`config.mk`:
```
export PLATFORM = sky130hd
export DESIGN_NAME = rvfi_commit_tracker
export DESIGN_NICKNAME = d
export VERILOG_FILES = /design/src/rtl/rvfi_commit_tracker.sv
export SDC_FILE = /design/constraint.sdc
export NUM_CORES = 1
export LEC_CHECK = 0
export BUFFER_PORTS_ARGS = -buffer_cell sky130_fd_sc_hd__buf_4
export CAP_MARGIN = 40
export CORE_MARGIN = 4
export CORE_UTILIZATION = 50
export DETAILED_ROUTE_END_ITERATION = 10
export PLACE_DENSITY = 0.76
export SLEW_MARGIN = 20
export SYNTH_ARGS = -nofsm -noshare
export SYNTH_HDL_FRONTEND = slang
export SYNTH_SLANG_ARGS = --single-unit
```
`constraint.sdc`:
```
create_clock -name clk -period 5.7 [get_ports clk]
set_input_delay 0.855 -clock clk [delete_from_list [all_inputs] [get_ports clk]]
set_output_delay 0.855 -clock clk [all_outputs]
set_load 0.02 [all_outputs]
```
`src/rtl/rvfi_commit_tracker.sv`:
```
// Commit-side RVFI tracker: checks lane packing, order and PC chaining, detects
// the halt idiom and measures instruction/cycle counts between start/stop markers.
module rvfi_commit_tracker #(
  parameter int unsigned NRET       = 2,
  parameter int unsigned CNT_W      = 48,
  parameter logic [31:0] START_INST = 32'h00102013,
  parameter logic [31:0] STOP_INST  = 32'h00202013
) (
  input  logic               clk,
  input  logic               rst,
  input  logic [NRET-1:0]    valid,
  input  logic [NRET*64-1:0] order,
  input  logic [NRET*32-1:0] inst,
  input  logic [NRET*32-1:0] pc_rdata,
  input  logic [NRET*32-1:0] pc_wdata,
  input  logic [NRET*4-1:0]  mem_rmask,
  input  logic [NRET*4-1:0]  mem_wmask,
  output logic               halt,
  output logic [3:0]         err_code,
  output logic [63:0]        err_order,
  output logic [CNT_W-1:0]   seg_inst,
  output logic [CNT_W-1:0]   seg_cycles,
  output logic               seg_active,
  output logic               seg_done
);
  localparam logic [1:0] WAIT_FIRST = 2'd0;
  localparam logic [1:0] RUN        = 2'd1;
  localparam logic [1:0] HALTED     = 2'd2;
  localparam logic [1:0] SEG_OFF    = 2'd0;
  localparam logic [1:0] SEG_ON     = 2'd1;
  localparam logic [1:0] SEG_DONE   = 2'd2;
  localparam int unsigned LW = $clog2(NRET + 1);

  logic [1:0]       r_state;
  logic [1:0]       r_seg_state;
  logic [63:0]      r_exp_order;
  logic [31:0]      r_last_pc;
  logic             r_halt;
  logic [3:0]       r_err_code;
  logic [63:0]      r_err_order;
  logic [CNT_W-1:0] r_seg_inst;
  logic [CNT_W-1:0] r_seg_cycles;
  logic             r_seg_done;

  logic [NRET-1:0]  w_cmask;
  logic [NRET-1:0]  w_gap;
  logic [LW-1:0]    w_ncont;
  logic             w_run;
  logic [NRET-1:0]  w_ord_err;
  logic [NRET-1:0]  w_pc_err;
  logic [NRET-1:0]  w_msk_err;
  logic [NRET-1:0]  w_off;
  logic [31:0]      w_prev_pc;
  logic             w_chk_pc;
  logic             w_halt_hit;
  logic [3:0]       w_err;
  logic [63:0]      w_first_order;
  logic             w_found;
  logic [1:0]       w_seg_st;
  logic [LW-1:0]    w_seg_cnt;
  logic             w_seg_start;
  logic             w_seg_stop;
  logic [CNT_W:0]   w_inst_sum;
  logic [CNT_W:0]   w_cyc_sum;
  logic [CNT_W-1:0] w_inst_next;
  logic [CNT_W-1:0] w_cyc_next;

  // The lowest non-contiguous valid lane always has an invalid lane just below
  // it, so valid & ~contiguous flags the same first offender as valid[i-1]==0.
  always_comb begin
    w_cmask = '0;
    w_gap   = '0;
    w_ncont = '0;
    w_run   = 1'b1;
    for (int unsigned i = 0; i < NRET; i++) begin
      w_run      = w_run & valid[i];
      w_cmask[i] = w_run;
      w_gap[i]   = valid[i] & ~w_run;
      if (w_run) w_ncont = w_ncont + 1'b1;
    end
  end

  always_comb begin
    w_prev_pc  = r_last_pc;
    w_chk_pc   = (r_state != WAIT_FIRST);
    w_halt_hit = 1'b0;
    w_ord_err  = '0;
    w_pc_err   = '0;
    w_msk_err  = '0;
    for (int unsigned i = 0; i < NRET; i++) begin
      if (w_cmask[i]) begin
        w_ord_err[i] = (order[i*64 +: 64] != (r_exp_order + 64'(i)));
        w_pc_err[i]  = w_chk_pc && (pc_rdata[i*32 +: 32] != w_prev_pc);
        w_msk_err[i] = (|mem_rmask[i*4 +: 4]) && (|mem_wmask[i*4 +: 4]);
        if ((pc_rdata[i*32 +: 32] == pc_wdata[i*32 +: 32]) ||
            (inst[i*32 +: 32] == 32'h00000063) ||
            (inst[i*32 +: 32] == 32'h0000006f) ||
            (inst[i*32 +: 32] == 32'hF0002013))
          w_halt_hit = 1'b1;
        w_prev_pc = pc_wdata[i*32 +: 32];
        w_chk_pc  = 1'b1;
      end
    end
  end

  always_comb begin
    w_off         = w_gap | w_ord_err | w_pc_err | w_msk_err;
    w_err         = {|w_msk_err, |w_pc_err, |w_ord_err, |w_gap};
    w_found       = 1'b0;
    w_first_order = '0;
    for (int unsigned i = 0; i < NRET; i++) begin
      if (w_off[i] && !w_found) begin
        w_found       = 1'b1;
        w_first_order = order[i*64 +: 64];
      end
    end
  end

  // Markers are resolved in lane order so a start after a stop restarts.
  always_comb begin
    w_seg_st    = r_seg_state;
    w_seg_cnt   = '0;
    w_seg_start = 1'b0;
    w_seg_stop  = 1'b0;
    for (int unsigned i = 0; i < NRET; i++) begin
      if (w_cmask[i]) begin
        if (inst[i*32 +: 32] == START_INST) begin
          w_seg_st    = SEG_ON;
          w_seg_cnt   = '0;
          w_seg_start = 1'b1;
          w_seg_stop  = 1'b0;
        end else if (w_seg_st == SEG_ON) begin
          w_seg_cnt = w_seg_cnt + 1'b1;
          if (inst[i*32 +: 32] == STOP_INST) begin
            w_seg_st   = SEG_DONE;
            w_seg_stop = 1'b1;
          end
        end
      end
    end
  end

  always_comb begin
    w_inst_sum  = w_seg_start ? (CNT_W+1)'(w_seg_cnt)
                              : {1'b0, r_seg_inst} + (CNT_W+1)'(w_seg_cnt);
    w_cyc_sum   = {1'b0, r_seg_cycles} + (CNT_W+1)'(1);
    w_inst_next = w_inst_sum[CNT_W] ? '1 : w_inst_sum[CNT_W-1:0];
    w_cyc_next  = w_cyc_sum[CNT_W]  ? '1 : w_cyc_sum[CNT_W-1:0];
  end

  always_ff @(posedge clk) begin
    if (!rst) begin
      r_state      <= WAIT_FIRST;
      r_seg_state  <= SEG_OFF;
      r_exp_order  <= '0;
      r_last_pc    <= '0;
      r_halt       <= 1'b0;
      r_err_code   <= '0;
      r_err_order  <= '0;
      r_seg_inst   <= '0;
      r_seg_cycles <= '0;
      r_seg_done   <= 1'b0;
    end else begin
      if (w_halt_hit)
        r_state <= HALTED;
      else if ((r_state == WAIT_FIRST) && (|valid))
        r_state <= RUN;
      r_halt     <= r_halt | w_halt_hit;
      r_err_code <= r_err_code | w_err;
      if ((r_err_code == '0) && (w_err != '0))
        r_err_order <= w_first_order;
      r_exp_order <= r_exp_order + 64'(w_ncont);
      r_last_pc   <= w_prev_pc;
      r_seg_state <= w_seg_st;
      r_seg_done  <= w_seg_stop;
      if (w_seg_start) begin
        r_seg_cycles <= '0;
        r_seg_inst   <= w_inst_next;
      end else if (r_seg_state == SEG_ON) begin
        r_seg_cycles <= w_cyc_next;
        r_seg_inst   <= w_inst_next;
      end
    end
  end

  assign halt       = r_halt;
  assign err_code   = r_err_code;
  assign err_order  = r_err_order;
  assign seg_inst   = r_seg_inst;
  assign seg_cycles = r_seg_cycles;
  assign seg_active = (r_seg_state == SEG_ON);
  assign seg_done   = r_seg_done;
endmodule

```
==> results of run 1 <==
## metal layers
metal | up-vias | track usage, % | wire (um)
met4 | 0 | 14.3 | 3640
met3 | 182 | 6.11 | 7390
met1 | 9848 | 48.2 | 32100
met2 | 1265 | 58.2 | 35600
li1 | 9442 | - | -
met5 | - | 0 | 0
## worst register-to-register path: stages (launching register included)
cell       delay [ns]
dfxtp_1          0.52
nand4_2          0.45
or3_1            0.65
nor4_1           0.54
mux2_2           0.41
a2111oi_0        0.33
nand4_1          0.21
or4_4            0.58
a21o_4           0.41
buf_12           0.30
a311oi_2         0.25
## cell type report
class,instances,area [um^2],area share (%)
Multi-Input combinational cell,1849,12700,52.9
Sequential cell,266,5330,22.2
Clock inverter,7,150,0.626
Tap cell,504,631,2.63
Clock buffer,44,873,3.64
Timing Repair Buffer,546,4210,17.6
Antenna cell,1,2.50,0.0104
Inverter,28,110,0.459
## cells in the final DEF (no fill, tap or decap), drive strengths merged, types with 8 or more instances in the layout
master,count
buf,545
dfxtp,266
xnor2,227
nor2,201
nand4,177
a21oi,176
xor2,136
nand2,122
a211oi,117
and3,102
a311oi,80
nor4,73
mux2i,70
nand3,64
nor3,59
o21ai,47
clkbuf,44
inv,26
or3,24
and2,22
and4,17
or4,11
a21o,8
## worst paths after layout
| path | endpoint | slack [ns] | cells past startpoint |
|---|---|---|---|
| setup / recovery | seg_inst[30]$_SDFFE_PN0P_ | 0.66 | 23 |
| hold / removal | halt$_SDFF_PN0_ | 0.44 | 2 |
| setup reg to reg | err_order[39]$_SDFFE_PN0P_ | 0.96 | 10 |
| hold reg to reg | halt$_SDFF_PN0_ | 0.44 | 2 |
## cells by family (layout without fill, tap and decap cells)
group / count (synthesis) / count (layout) / synth area share (%)
simple gates: 920 / 920 / 26.5
fa+ha+maj: 9 / 9 / 0.675
other cells: 0 / 1 / 0
buf+inv: 222 / 625 / 5.02
mux: 71 / 71 / 3.77
flops: 266 / 266 / 28.2
compound gates: 486 / 486 / 19.0
xor+xnor: 363 / 363 / 16.8
## through the flow
stage                     utilization [%]  setup WS (ns)
after global placement               61.9          0.318
after CTS                            64.9          0.664
after detailed placement             62.1         0.0707
final                                64.9          0.662
after floorplan                         -          0.850
after global routing                 64.9         0.0637
## report_power, final
group / switching [mW] / leakage (nW) / internal [mW]
logic: 0.607 / 6.40 / 0.502
registers: 0.0579 / 2.16 / 1.94
clock network: 0.830 / 0.500 / 1.23
## state kept, by name (all words and copies together), names as in the netlist
signal and flops:
r_exp_order 64, halt 1, seg_done 1, r_last_pc 32
err_code 4, r_seg_state 2, r_state 2, seg_cycles 48
seg_inst 48, err_order 64
==> results.ini, run 1 <==
[worst_setup_path]
worstPathMaxFanout = 17
endpoint_kind = register
worst_path_largest_cell_delay_ns = 0.47
crit_chain = buf_4 -> nor4_1 -> nand4b_1 -> nor3b_1 -> and2_1 -> or3_1 -> inv_1 -> ha_1 -> nand2_1 -> o22ai_1 -> ha_1 -> inv_1 -> fa_1 -> and4b_1 -> nand3_1 -> nor2_1 -> nand4_1 -> buf_4 -> nand2_1 -> nor3_1 -> nand3_1 -> nand2_1 -> a21oi_1
cp_slowest_cell = nand2_1
cp-startpoint = inst[25]
cpMostUsedCell = nand2_1
cp_top_family = simple AND/OR/NAND/NOR gates
worst-path-buf-inv = 4
critPathKind = in2reg
r2r-start = r_exp_order[3]$_SDFF_PN0_
cp-start-kind = input port
required_ns = 6.21
arrival_ns = 5.54

[logic_synthesis]
yosysSeqAreaShare_pct = 28.2
synth.largest_area_cell = dfxtp_1
synth_edf_count = 0
synth.distinct_cells = 74
synthCells = 2337
ys_ff_latch = 266
syn_area_per_cell_um2 = 8.09
synth_nets = 2686
synth_area_um2 = 18900
synthArstFlopShare_pct = 0
ys_dominant_reg_cell = dfxtp_1
ys_top_cells_by_area = dfxtp_1 28%, xnor2_1 11%, xor2_1 6.3%, nand4_1 5.8%, a311oi_2 4.8%
synth_top_area_share_pct = 28.2
yosys_warnings = 0
synth_most_common_cell = dfxtp_1
synth_commonest_cells = 266 x dfxtp_1, 227 x xnor2_1, 201 x nor2_1, 176 x a21oi_1, 174 x nand4_1

[power_and_ir_drop]
power_density_nw_per_um2 = 215
vdd_drop_max_mv = 0.241
finalPower_mw = 5.17
p_leak_nw = 9.07

[sta]
fin_skew_ns = 0.0140
period_share_pct = 88.4
hold_viol = 0
slew_headroom_pct = 42.5
rsz0062_at_grt = no
setup_tns_ns = 0
timing.hold.ws_ns = 0.445
fin_crit_ns = 5.04
setup_viol = 0
max_slew.worst_pin.slew_ns = 0.863
maxSlewViolCount = 0
max_freq_mhz = 198

[cts]
cts_tree = built
numCtsBuffers = 30
cts_resized = 0
clock_sinks = 266
clkTransAtPathRegs_ns = 0.06
root_buffer = clkbuf_16
clock_latency_ns = 0.59
h-tree-depth = 1
clk_path_buf_depth = 3
cts_setup_buffers = 0
postCtsHoldBufs = 0

[floorplan]
row_count = 70
ios = 507
die_area_um2 = 41000
dieHeight_um = 202
core_area_um2 = 37000
die_w_um = 202
initial_core_util_pct = 51.1

[place]
place_area_um2 = 22900
gp_congestion = 1.06
dp_hpwl_um = 61200
io_buffers = 506
dpl.cell_count = 3193

[layout]
fin_cells = 3245
fillers = 3201
design_area_um2 = 24000
syn_to_final_growth_pct = 26.8
drive_gt1_share_pct = 24.9
nets = 3070

[min_path]
worstHoldStart = halt$_SDFF_PN0_
hold_path.class = reg2reg

[global_route]
track_usage_pct = 36.0
grt_pass1_wl_um = 119000
grt_max_degree = 130
antenna_found_initial = 1
grt_overflow = 0
grt_pass1_vias = 19800

[routing]
vias_per_cell = 6.39
num_vias = 20700
final_antenna_net_count = 0
drc = 0
drt_iter0_markers = 2072
wire_per_inst_um = 24.3
wirelength_um = 78700
first_pass_iters = 6

[outcome]
outcome = finished clean

[run]
cap_violations = 0

Power figures use the tool's default switching activity.
==> run 2, diff against run 1 <==
Settings changed: ABC_AREA from default to 1, CTS_CLUSTER_DIAMETER from default to 120.
==> run 2 against run 1 <==
  * Wire length up 5.2%
  * Design area up 6.8%
  * Critical path depth up 5
  * Sequential power about the same
  * Hold slack better by 0.050 ns
  * Clock skew up 0.010 ns
  * Final cell count up 35%
  * Setup slack better by 0.041 ns
  * Maximum frequency up 0.82%
  * Die area up 6.9%
  * Critical path type unchanged
==> results.ini, run 2 <==
[cts]
clock_sinks = 266  ; unchanged
numCtsBuffers = 34  ; +13%
cts_resized = 0  ; unchanged
clk_path_buf_depth = 3  ; unchanged
h-tree-depth = 2  ; +1
cts_tree = built
postCtsHoldBufs = 0  ; unchanged
clock_latency_ns = 0.57  ; -0.02 ns
clkTransAtPathRegs_ns = 0.06  ; about the same
root_buffer = clkbuf_16
cts_setup_buffers = 0  ; unchanged

[global_route]
met2_usage_pct = 55.9  ; -2.2 points
grt_pass1_vias = 22100  ; +12%
grt_max_degree = 66  ; -49%
track_usage_pct = 35.8  ; -0.20 points
grt_pass1_wl_um = 125000  ; +4.7%
grt_util_met1_pct = 46.6  ; -1.6 points
busiest_layer = met2
antenna_found_initial = 6  ; +5
grt_overflow = 0  ; unchanged
gr-usage-met3_pct = 11.8  ; +5.7 points

[logic_synthesis]
ys_ff_latch = 266  ; unchanged
synth-simple-area-share_pct = 39.6  ; +13 points
synth_nets = 3712  ; +38%
synth-compound-area-share_pct = 10.8  ; -8.3 points
synth_most_common_cell = nand2_1
synth_top_area_share_pct = 26.3  ; -1.9 points
synthAdderAreaFrac_pct = 0.630  ; -0.045 points
synth_commonest_cells = 841 x nand2_1, 510 x nor2_1, 417 x inv_1, 266 x dfxtp_1, 197 x nand3_1
synthArstFlopShare_pct = 0  ; unchanged
synthMuxAreaShare_pct = 0  ; -3.8 points
synth-xor-area-share_pct = 11.9  ; -4.9 points
ys_top_cells_by_area = dfxtp_1 26%, nand2_1 16%, nor2_1 9.4%, inv_1 7.7%, xnor2_1 7.1%
synth_edf_count = 0  ; unchanged
ys_dominant_reg_cell = dfxtp_1
synthCells = 3363  ; +44%
synth_top_family_by_area = simple AND/OR/NAND/NOR gates
syn_area_per_cell_um2 = 6.02  ; -26%
yosys_warnings = 0  ; unchanged
synth.distinct_cells = 45  ; -39%
synth.largest_area_cell = dfxtp_1
yosysSeqAreaShare_pct = 26.3  ; -1.9 points
synth_area_um2 = 20300  ; +7.2%

[power_and_ir_drop]
power_density_nw_per_um2 = 206  ; -4.5%
p_leak_nw = 11.1  ; +23%
clock_power_share_pct = 43.8  ; +3.9 points
p_int_mw = 3.74  ; +2.0%
switchingPower_mw = 1.53  ; +2.0%
combPwrFrac_pct = 18.8  ; -2.7 points
vdd_drop_max_mv = 0.175  ; -27%
switching_share_pct = 29.0  ; about the same
finalPower_mw = 5.27  ; +2.0%
seq_power_share_pct = 37.4  ; -1.2 points

[routing]
first_pass_iters = 6  ; unchanged
final_antenna_net_count = 0  ; unchanged
vias_per_cell = 5.42  ; -15%
drc = 0  ; unchanged
num_vias = 23700  ; +14%
wirelength_um = 82900  ; +5.2%
drt_iter0_markers = 2270  ; +9.6%
wire_per_inst_um = 19.0  ; -22%

[worst_setup_path]
cp-start-kind = input port
critPathKind = in2reg
required_ns = 6.17  ; -0.04 ns
rr_worst_depth = 25  ; +15
r2r-start = r_seg_state[1]$_SDFF_PN0_
timing.rr.end = seg_inst[34]$_SDFFE_PN0P_
rrSetupSlack_ns = 1.22  ; +0.26 ns
arrival_ns = 5.46  ; -0.08 ns
worstPathMaxFanout = 5  ; -12
endpoint_kind = register

[floorplan]
die_w_um = 209  ; +3.4%
die_area_um2 = 43800  ; +6.9%
ios = 507  ; unchanged
dieHeight_um = 209  ; +3.4%
row_count = 73  ; +4.3%
core_area_um2 = 39900  ; +8.0%
initial_core_util_pct = 50.8  ; -0.38 points

[sta]
rsz0062_at_grt = no
hold_viol = 0  ; unchanged
max_freq_mhz = 200  ; +0.82%
setup_tns_ns = 0  ; unchanged
max_slew.worst_pin.slew_ns = 0.878  ; +0.0151 ns
fin_crit_ns = 5.00  ; -0.0412 ns
slew_headroom_pct = 41.5  ; -1.0 points
maxSlewViolCount = 0  ; unchanged
period_share_pct = 87.7  ; -0.72 points
fin_skew_ns = 0.0244  ; +0.0105 ns
setup_viol = 0  ; unchanged

[min_path]
min_to = halt$_SDFF_PN0_
worstHoldStart = halt$_SDFF_PN0_
worst_hold_path.num_cells = 2  ; unchanged
hold_path.class = reg2reg

[layout]
fillers = 3934  ; +23%
syn_to_final_growth_pct = 26.4
drive_gt1_share_pct = 17.9  ; -6.9 points
layout_commonest_cell = nand2_1
final_cell_mix = 840 x nand2_1, 530 x buf_4, 509 x nor2_1
nets = 4165  ; +36%

[place]
dp_hpwl_um = 66000  ; +7.9%
gp_congestion = 1.05  ; -1.4%
io_buffers = 506  ; unchanged

[outcome]
outcome = finished clean

[run]
cap_violations = 0  ; unchanged

[run 2: changes by cell type after synthesis, moves of 34 or more]
cell      delta
nand2_1    +719
inv_1      +392
nor2_1     +309
nand3_1    +133
a211oi_1   -115
and3_1     -100
nand4_1     -99
o21ai_0     +97
mux2i_1     -70
xnor2_1     -62
a311oi_2    -60
clkbuf_1    -43
buf_2       -36
or2_2       +34
[run 2: worst max path at each step]
stage / from / to / slack, ns / cells past startpoint
after detailed placement: inst[16] / seg_inst[34]$_SDFFE_PN0P_ / 0.27 / 28
after floorplan: inst[15] / seg_inst[34]$_SDFFE_PN0P_ / 0.88 / 28
final: inst[16] / seg_inst[34]$_SDFFE_PN0P_ / 0.70 / 28
after global placement: inst[15] / seg_inst[34]$_SDFFE_PN0P_ / 0.33 / 29
after CTS: inst[16] / seg_inst[34]$_SDFFE_PN0P_ / 0.81 / 28
after global routing: inst[16] / seg_inst[34]$_SDFFE_PN0P_ / 0.31 / 28
[run 2: critical path, cell delays in order]
cell	delay, ns
buf_4	0.12
nor4_1	0.36
nand2_1	0.15
nor3_1	0.15
nor3b_1	0.28
nand3_1	0.15
nand2_1	0.09
nand2_1	0.07
ha_1	0.28
a21oi_1	0.06
nor2_1	0.29
ha_1	0.22
inv_1	0.06
fa_1	0.37
or2_2	0.32
nor2_2	0.20
nand2_1	0.14
nor2_1	0.10
inv_1	0.06
nor3_1	0.18
nand4_1	0.16
nor2_1	0.19
inv_1	0.07
nor2_1	0.08
o21ai_0	0.07
o21ai_0	0.16
nand2_1	0.06
a21oi_1	0.14
[run 2: logic make-up (layout without fill, tap and decap cells)]
| kind of cell | Yosys count | count (layout) |
|---|---|---|
| AND/OR/NAND/NOR | 1864 | 1864 |
| XOR/XNOR | 276 | 276 |
| other | 0 | 5 |
| flip-flops | 266 | 266 |
| AO/OA/AOI/OAI | 398 | 398 |
| adder cells (fa/ha/maj) | 9 | 9 |
| buffers and inverters | 550 | 1028 |
[run 2: final cells by class]
type / instances / area, um^2 / share of cell area, %
diodes: 5 / 12.5 / 0.0489
clock inverters: 14 / 199 / 0.777
repair buffers: 534 / 4060 / 15.9
multi-input cells: 2547 / 12800 / 49.8
flip-flops and latches: 266 / 5330 / 20.8
inverters: 433 / 1630 / 6.35
clock buffers: 47 / 970 / 3.79
well taps: 525 / 657 / 2.56
[run 2: metrics by stage]
stage | hold WS, ns | utilization (%) | area (um^2) | instances | setup WS [ns]
after floorplan | 0.462 | - | 20300 | 3363 | 0.877
after global placement | 0.475 | 61.1 | 24400 | 4303 | 0.333
after detailed placement | 0.476 | 61.2 | 24400 | 4305 | 0.271
after CTS | 0.494 | 64.1 | 25600 | 4366 | 0.810
after global routing | 0.539 | 64.2 | 25600 | 4369 | 0.312
final | 0.495 | 64.2 | 25600 | 4371 | 0.703
[run 2: per-layer routing]
| layer | routed length, um | vias to the layer above |
|---|---|---|
| li1 | - | 11600 |
| met3 | 9390 | 193 |
| met1 | 33900 | 10700 |
| met2 | 36400 | 1146 |
| met4 | 3220 | 4 |
| met5 | 23 | - |
[run 2: power groups by stage]
stage / registers [mW] / clock network (mW) / logic, mW
6_report: 1.97 / 2.31 / 0.989
3_5_place_dp: 2.01 / 0 / 0.972
4_1_cts: 1.97 / 2.34 / 0.978
5_1_grt: 1.98 / 2.41 / 1.08
3_3_place_gp: 2.01 / 0 / 0.967
2_1_floorplan: 2.06 / 0 / 0.458
==> run 3, diff against run 2 <==
Settings changed: BUFFER_PORTS_ARGS -buffer_cell sky130_fd_sc_hd__buf_4 to -buffer_cell sky130_fd_sc_hd__buf_2.
==> run 3 against run 2 <==
  * Register-to-register slack got worse by 0.05 ns
  * Clock-buffer cell count fell by 2
  * Design area is 5.0% lower
  * Largest power group unchanged
==> results.ini, run 3 (same netlist as run 2, synthesis figures left out) <==
[outcome]
outcome = finished clean

[sta]
max_freq_mhz = 201  ; +0.53%
timing.hold.ws_ns = 0.480  ; -0.0146 ns
fin_crit_ns = 4.97  ; -0.0264 ns
hold_viol = 0  ; unchanged
fin_ws_ns = 0.729  ; +0.0264 ns
maxSlewViolCount = 0  ; unchanged
max_slew.worst_pin.slew_ns = 0.939  ; +0.0613 ns
setup_tns_ns = 0  ; unchanged
slew_headroom_pct = 36.8  ; -4.7 points
rsz0062_at_grt = no
period_share_pct = 87.2  ; -0.46 points
fin_skew_ns = 0.0106  ; -0.0138 ns
setup_viol = 0  ; unchanged

[worst_setup_path]
timing.rr.end = seg_inst[34]$_SDFFE_PN0P_
critPathKind = in2reg
cp-startpoint = inst[16]
rr_worst_depth = 25  ; unchanged
r2r-start = r_seg_state[1]$_SDFF_PN0_
worstPathMaxFanout = 4  ; -1
arrival_ns = 5.44  ; -0.02 ns
rrSetupSlack_ns = 1.17  ; -0.05 ns
endpoint_kind = register
cp-start-kind = input port
required_ns = 6.17  ; about the same
endpoint = seg_inst[34]$_SDFFE_PN0P_

[run]
cap_violations = 0  ; unchanged

[layout]
final_cell_mix = 840 x nand2_1, 509 x nor2_1, 505 x buf_2
fin_cells = 4369  ; -0.046%
fillers = 4091  ; +4.0%
drive_gt1_share_pct = 17.9  ; -0.021 points
nets = 4167  ; +0.048%
syn_to_final_growth_pct = 20.1
layout_commonest_cell = nand2_1

[place]
dpl_worst_slack_ns = 0.316  ; +0.0449 ns
gp_congestion = 1.10  ; +4.7%
io_buffers = 506  ; unchanged
dp_hpwl_um = 64800  ; -1.8%
dpl.cell_count = 4307  ; +0.046%

[floorplan]
die_w_um = 209  ; unchanged
initial_core_util_pct = 50.8  ; unchanged
die_area_um2 = 43800  ; unchanged
ios = 507  ; unchanged
dieHeight_um = 209  ; unchanged
row_count = 73  ; unchanged
core_area_um2 = 39900  ; unchanged

[cts]
clock_latency_ns = 0.54  ; -0.03 ns
cts_setup_buffers = 0  ; unchanged
numCtsBuffers = 34  ; unchanged
clkTransAtPathRegs_ns = 0.06  ; about the same
postCtsHoldBufs = 0  ; unchanged
cts_resized = 0  ; unchanged
h-tree-depth = 2  ; unchanged
clk_path_buf_depth = 3  ; unchanged
cts_tree = built
clock_sinks = 266  ; unchanged
root_buffer = clkbuf_16

[routing]
wire_per_inst_um = 18.7  ; -1.4%
vias_per_cell = 5.41  ; -0.14%
drc = 0  ; unchanged
drt_iter0_markers = 2309  ; +1.7%
wirelength_um = 81700  ; -1.4%
final_antenna_net_count = 0  ; unchanged
first_pass_iters = 8  ; +2
num_vias = 23700  ; -0.19%

[power_and_ir_drop]
p_leak_nw = 10.8  ; -2.7%
finalPower_mw = 5.13  ; -2.7%
vdd_drop_max_mv = 0.227  ; +29%
power_density_nw_per_um2 = 211  ; +2.4%

[global_route]
grt_util_met1_pct = 47.5  ; +0.91 points
grt_max_degree = 74  ; +12%
grt_pass1_vias = 21600  ; -2.3%
busiest_layer = met2
gr-usage-met3_pct = 8.76  ; -3.0 points
antenna_found_initial = 7  ; +1
grt_pass1_wl_um = 123000  ; -1.3%
met2_usage_pct = 55.2  ; -0.77 points
grt_overflow = 0  ; unchanged
track_usage_pct = 35.1  ; -0.74 points

[min_path]
hold_path.class = reg2reg

run 3: power by group:
part           switching (mW)  leakage, nW  total [mW]  internal (mW)
logic                   0.558         8.11       0.898          0.340
registers              0.0376         2.16        1.97           1.93
clock network           0.905        0.548        2.26           1.36
run 3: worst min-delay path by stage:
stage | startpoint | end | slack [ns] | cells past startpoint
floorplan | r_seg_state[1]$_SDFF_PN0_ | r_seg_state[1]$_SDFF_PN0_ | 0.46 | 2
global placement | halt$_SDFF_PN0_ | halt$_SDFF_PN0_ | 0.47 | 2
detailed placement | halt$_SDFF_PN0_ | halt$_SDFF_PN0_ | 0.47 | 2
CTS | halt$_SDFF_PN0_ | halt$_SDFF_PN0_ | 0.49 | 2
global route | halt$_SDFF_PN0_ | halt$_SDFF_PN0_ | 0.53 | 2
finish | halt$_SDFF_PN0_ | halt$_SDFF_PN0_ | 0.48 | 2
run 3: worst max-delay path, cell delays in order:
cell     delay, ns
buf_2         0.12
nor4_1        0.36
nand2_1       0.15
nor3_1        0.15
nor3b_1       0.28
nand3_1       0.14
nand2_1       0.08
nand2_1       0.07
ha_1          0.29
a21oi_1       0.06
nor2_1        0.26
ha_1          0.20
inv_1         0.05
fa_1          0.41
or2_2         0.34
nor2_2        0.10
nand2_1       0.10
nor2_1        0.10
inv_1         0.06
nor3_1        0.24
nand4_1       0.20
nor2_1        0.20
inv_1         0.09
nor2_1        0.08
o21ai_0       0.08
o21ai_0       0.17
nand2_1       0.07
a21oi_1       0.11
run 3: final cells by class:
type                    count  area (um^2)  area share (%)
diodes                      4         10.0          0.0411
clock inverters            13          176           0.725
inverters                 433         1630            6.68
flip-flops and latches    266         5330            21.9
multi-input cells        2547        12800            52.5
repair buffers            536         2820            11.6
well taps                 525          657            2.70
clock buffers              45          953            3.92
run 3: metrics by stage:
stage | util (%) | cell area [um^2]
final | 61.0 | 24300
after global routing | 61.0 | 24300
after CTS | 60.9 | 24300
after detailed placement | 58.1 | 23200
after global placement | 58.0 | 23200
after floorplan | - | 20300
run 3: per-layer routing:
metal / vias to the layer above / wire, um
met2: 1172 / 36200
met4: 6 / 2940
met1: 10700 / 34100
met3: 181 / 8440
met5: - / 40
li1: 11600 / -
